[config.mk]
export PLATFORM = sky130hd
export DESIGN_NAME = en_tick_gen
export DESIGN_NICKNAME = d
export VERILOG_FILES = /design/src/rtl/en_tick_gen.sv
export SDC_FILE = /design/constraint.sdc
export NUM_CORES = 1
export LEC_CHECK = 0
export CORE_MARGIN = 2
export CORE_UTILIZATION = 55
export CTS_BUF_LIST = sky130_fd_sc_hd__clkbuf_2 sky130_fd_sc_hd__clkbuf_4 sky130_fd_sc_hd__clkbuf_8
export DETAILED_ROUTE_END_ITERATION = 6
export PLACE_DENSITY_LB_ADDON = 0.05
export SYNTH_ARGS = -nofsm -noshare
export SYNTH_HDL_FRONTEND = slang
export SYNTH_SLANG_ARGS = --single-unit
export TNS_END_PERCENT = 100
[constraint.sdc]
create_clock -name clk -period 3.55 [get_ports clk]
set_clock_uncertainty 0.1 [all_clocks]
set_input_delay 0.8875 -clock clk [delete_from_list [all_inputs] [get_ports clk]]
set_output_delay 0.8875 -clock clk [all_outputs]
set_load 0.005 [all_outputs]
[src/rtl/en_tick_gen.sv]
// -----------------------------------------------------------------------------
// en_tick_gen
//
// Prescaled enable-pulse generator for a downstream counter. Once started it
// issues a one-cycle `en` pulse every div+1 clock cycles. It either free-runs
// until stopped, or (oneshot) issues a fixed burst of pulses and then signals
// completion with a one-cycle `done` pulse.
//
// Parameters
//   DIV_W     width of the prescaler divide ratio
//
// Ports
//   clk       sole clock, rising edge
//   reset     synchronous, active-high reset
//   start     level-sampled request to begin ticking (accepted in IDLE only)
//   stop      level-sampled abort request (wins over start in IDLE)
//   oneshot   0 = free-run, 1 = burst; sampled only when start is accepted
//   div       divide ratio, tick period = div+1 cycles
//   burst     oneshot pulse count, 0 encodes 16
//   en        registered one-cycle enable pulse
//   busy      registered, high while in RUN
//   done      registered one-cycle burst-completion pulse
//   tick_cnt  registered count (mod 16) of en pulses since the last start
// -----------------------------------------------------------------------------
module en_tick_gen #(
    parameter int DIV_W = 8
) (
    input  logic             clk,
    input  logic             reset,
    input  logic             start,
    input  logic             stop,
    input  logic             oneshot,
    input  logic [DIV_W-1:0] div,
    input  logic [3:0]       burst,
    output logic             en,
    output logic             busy,
    output logic             done,
    output logic [3:0]       tick_cnt
);

    typedef enum logic [1:0] {
        IDLE = 2'd0,
        RUN  = 2'd1,
        DONE = 2'd2
    } state_t;

    localparam logic [DIV_W-1:0] PRE_ONE = DIV_W'(1);

    state_t           state, state_n;
    logic [DIV_W-1:0] pre, pre_n;     // prescaler, equals 0 in the cycle en is high
    logic [DIV_W-1:0] pre_nx;         // prescaler advance when RUN continues
    logic [4:0]       bcnt, bcnt_n;   // pulses remaining in the burst (1..16)
    logic             mode, mode_n;   // latched oneshot
    logic             en_n, busy_n, done_n;
    logic [3:0]       tick_n;

    // Reload from the live div only when the prescaler has hit zero, so a div
    // change mid-run first affects the period that starts at the next reload.
    assign pre_nx = (pre == '0) ? div : (pre - PRE_ONE);

    // ------------------------------------------------------------------
    // Next-state and next-output logic
    // ------------------------------------------------------------------
    always_comb begin
        state_n = state;
        pre_n   = pre;
        bcnt_n  = bcnt;
        mode_n  = mode;
        tick_n  = tick_cnt;
        en_n    = 1'b0;

        unique case (state)
            IDLE: begin
                if (start && !stop) begin
                    state_n = RUN;
                    pre_n   = div;
                    bcnt_n  = (burst == 4'd0) ? 5'd16 : {1'b0, burst};
                    mode_n  = oneshot;
                    // With div=0 the prescaler is already expired on entry,
                    // so the very first RUN cycle carries a pulse.
                    en_n    = (div == '0);
                    tick_n  = {3'b000, en_n};
                end
            end

            RUN: begin
                if (stop) begin
                    // Abort suppresses any pulse, even on an expiry cycle.
                    state_n = IDLE;
                end else if (mode && en && (bcnt == 5'd1)) begin
                    // This cycle carries the final burst pulse.
                    state_n = DONE;
                    bcnt_n  = 5'd0;
                end else begin
                    if (mode && en) begin
                        bcnt_n = bcnt - 5'd1;
                    end
                    pre_n = pre_nx;
                    // en is registered, so it is raised in the same cycle the
                    // prescaler reads zero.
                    en_n  = (pre_nx == '0);
                    if (en_n) begin
                        tick_n = tick_cnt + 4'd1;
                    end
                end
            end

            DONE: begin
                state_n = IDLE;
            end

            default: begin
                state_n = IDLE;
            end
        endcase

        busy_n = (state_n == RUN);
        done_n = (state_n == DONE);
    end

    // ------------------------------------------------------------------
    // State and output registers
    // ------------------------------------------------------------------
    always_ff @(posedge clk) begin
        if (reset) begin
            state    <= IDLE;
            pre      <= '0;
            bcnt     <= 5'd0;
            mode     <= 1'b0;
            tick_cnt <= 4'd0;
            en       <= 1'b0;
            busy     <= 1'b0;
            done     <= 1'b0;
        end else begin
            state    <= state_n;
            pre      <= pre_n;
            bcnt     <= bcnt_n;
            mode     <= mode_n;
            tick_cnt <= tick_n;
            en       <= en_n;
            busy     <= busy_n;
            done     <= done_n;
        end
    end

endmodule

==> impl_results.md <==
* Outcome: finished, final reports clean
* Min Tclk post-route at 2.99 ns
* TritonRoute pass-1 iters at 4
* Critical R2R Capture: tick_cnt[0]
* Hold slack at approximately 0.38 ns
* Worst Tran Pin Value at between 0.8 and 0.9 ns
* PnR worst setup slack at ~0.56 ns
* CP Launch Type: input port
* Setup violations, final at 0
* Vias at between 1.5k and 2k
* Grt peak-use layer: met2
* Core ar. at ~2700 sq um
* R2r worst-path depth at 8
* Worst-Skew Late Latency at around 0.30 ns
* Required time of the critical path at 3.67 ns
* Total power draw at between 500 and 600 uW
* Post-DRT Antenna Nets at 0
* Reg2Reg Launch Point: pre[0]
* Total gr overflow at 0
* Buffers on Ports at 23
* Clock Path Buffers at 2
* Initial Util at 56.7%
* Top_reg_cell synth: dfxtp_1
* R2R setup slack at between 0.8 and 0.9 ns
* Place WS at around 0.25 ns
* Largest net degree at the start of global routing at 23
* Pwr/cell area at 317 nW/um^2
* Number of synthesized flops with an enable pin at 0
* Hold Path End: bcnt[4]
* Inserted Clock Buffers at 3
* Post-CTS Hold Buffers at 0
* Share of layout cells above drive strength 1 at under 10%
* Setup repair bufs after CTS at 0
* Synth cell types at ~50
* Cell Area, Synth at 1540 sq um
* First-pass GRT wire length at 6.18 mm
* Post-synth ARST share at 0%
* Met2 Resource Use GR at about two fifths
* Max Freq at 334 MHz
* Chip width at about 57 um
* Ys Warns at 0
* CTS Sinks at 23
* CP arrival at ~3.1 ns
* # fillers at approximately 250
* Number of global-route vias before repair at 1412
* Antenna Cells at 0
* Hold-critical path depth at 2
* H-tree levels at 1
* Hold Crit Class: register to register
* Synthesized instance count at slightly below 200
* Post-route DRC at 0
* Global Route met3 Usage at roughly 3.2%
* Worst-path fanout max at 6
* TritonCTS clock tree: yes
* GRT Total Usage at between 20% and 30%
* Routability cong. at between 0.8 and 0.9
* Met1 GRT Util at around a third
* Leakage Power at 0.000663 uW
* CTS root buf: clkbuf_4
* RSZ-0062 raised after global routing: false
* Starting DRT DRC Count at 62
* Rel. slew slack at between 40% and 50%
* Worst vdd ir at about 0.00020 V
* CTS-repair resized insts at 0
* Setup TNS at 0 ns
* Die Span Y at 56.9 um
* WS Path Type: input port to register
* Avg WL per Cell at roughly 15 um
* Via density at approximately 6.2
* Synth Area per Inst at a little under 8 sq um
* Final Hold Violating Endpoints at 0
* Seq/Total Area, Yosys at 30.0%
* Nets at ~240
* Flops & latches, synth at 23
* CP endpoint kind: register
* Hold Startpoint: bcnt[4]
* Final Cycle Share at 84.3%
* Antenna violations before repair at 0
* Clk pin slew, worst setup/hold paths at 0.13 ns
* Max-Cap Viols at 0
* Slew Limit Fails at 0
* Die area at 3230 sq um
* # IOs at 24
* WL final at 3.59 mm
* Placed wire-length estimate at ~2.7 mm
* Row Count at 19
* Layout area overhead at 17.0%
* Net count after synthesis at 219
## sequential cells by signal (all words and copies together) (netlist names)
name and cells:
busy 1, bcnt 5, tick_cnt 4, state 2, done 1, pre 8
en 1, mode 1
## per-stage QoR
step	cell area, sq um	std cells	utilization (%)
detailed placement	1770	242	65.3
global placement	1770	242	65.3
CTS	1800	246	66.3
global route	1800	246	66.3
finish	1800	246	66.3
floorplan	1540	197	-
## final cells by class
| type | instances | area (sq um) | area share (%) |
|---|---|---|---|
| tap | 31 | 38.8 | 2.16 |
| multi-input combinational | 156 | 1000 | 55.6 |
| inverter | 7 | 26.3 | 1.46 |
| clock buffer | 3 | 22.5 | 1.25 |
| clock inverter | 1 | 5.00 | 0.278 |
| sequential | 23 | 460 | 25.6 |
| timing repair buffer | 25 | 245 | 13.6 |
## cell usage in the layout, fill, tap and decap left out, drive strengths merged, types with 3 or more instances in the layout
master / Yosys / layout
nor2: 26 / 26
dfxtp: 23 / 23
clkdlybuf4s50: 0 / 23
nand2: 20 / 20
o21ai: 13 / 13
a21oi: 11 / 11
a211oi: 10 / 10
inv: 7 / 7
nor3: 6 / 6
nor4: 5 / 5
ha: 5 / 5
or4: 5 / 5
o31ai: 5 / 5
nand2b: 4 / 4
or2: 4 / 4
a21boi: 3 / 3
mux2i: 3 / 3
nor3b: 3 / 3
a22oi: 3 / 3
clkbuf: 9 / 3
## worst max-delay path by stage
stage	startpoint	end	slack (ns)	depth (start not counted)
floorplan	div[4]	tick_cnt[0]	0.81	6
global placement	div[4]	tick_cnt[0]	0.31	7
detailed placement	div[4]	tick_cnt[0]	0.25	7
CTS	div[4]	tick_cnt[0]	0.57	7
global route	div[4]	tick_cnt[2]	0.48	7
finish	div[4]	tick_cnt[0]	0.56	7
## worst max-delay path, stage by stage
cell and delay (ns):
clkdlybuf4s50_1 0.42, or2_2 0.32, a221oi_1 0.28, o211ai_1 0.16, o32a_4 0.38, or3_4 0.39, o41ai_2 0.26
## logic make-up (layout without fill, tap and decap cells)
| group | after synthesis | after routing | share of synthesized area (%) |
|---|---|---|---|
| XOR/XNOR | 2 | 2 | 1.14 |
| AO/OA/AOI/OAI | 59 | 59 | 28.4 |
| adder cells (fa/ha/maj) | 5 | 5 | 4.07 |
| flip-flops | 23 | 23 | 30.0 |
| AND/OR/NAND/NOR | 87 | 87 | 29.5 |
| multiplexers | 3 | 3 | 1.95 |
| buffers and inverters | 18 | 36 | 4.97 |
## Yosys cell counts, drive strengths merged, types with 2 or more instances
| cell type | number | area share, % |
|---|---|---|
| or2 | 4 | 1.6 |
| nor2b | 2 | 0.81 |
| nand4 | 2 | 0.81 |
| nor4b | 2 | 1.1 |
| a21oi | 11 | 3.6 |
| nor3 | 6 | 2.0 |
| xnor2 | 2 | 1.1 |
| nand2 | 20 | 4.9 |
| mux2i | 3 | 2.0 |
| o31ai | 5 | 3.7 |
| a21o | 2 | 0.98 |
| a22oi | 3 | 1.5 |
| nor3b | 3 | 1.5 |
| nand2b | 4 | 1.6 |
| ha | 5 | 4.1 |
| a211oi | 10 | 4.9 |
| nand3 | 2 | 0.65 |
| buf | 2 | 1.1 |
| nor4 | 5 | 2.0 |
| o21ai | 13 | 4.2 |
| or4 | 5 | 2.7 |
| dfxtp | 23 | 30 |
| o41ai | 2 | 1.6 |
| clkbuf | 9 | 2.2 |
| inv | 7 | 1.7 |
| nor2 | 26 | 6.4 |
| a21boi | 3 | 1.5 |
## layer usage
metal,vias up,part of all wire [%]
met5,-,0
met4,0,0.86
met3,4,3.1
met2,29,46
met1,721,50
li1,767,-
## power by group
part	leakage [uW]	internal (uW)	switching (uW)
logic	0.000458	73.8	85.3
clock network	0.0000177	42.0	80.9
registers	0.000188	270	18.2
No activity file was read; power rests on OpenSTA's default activity.
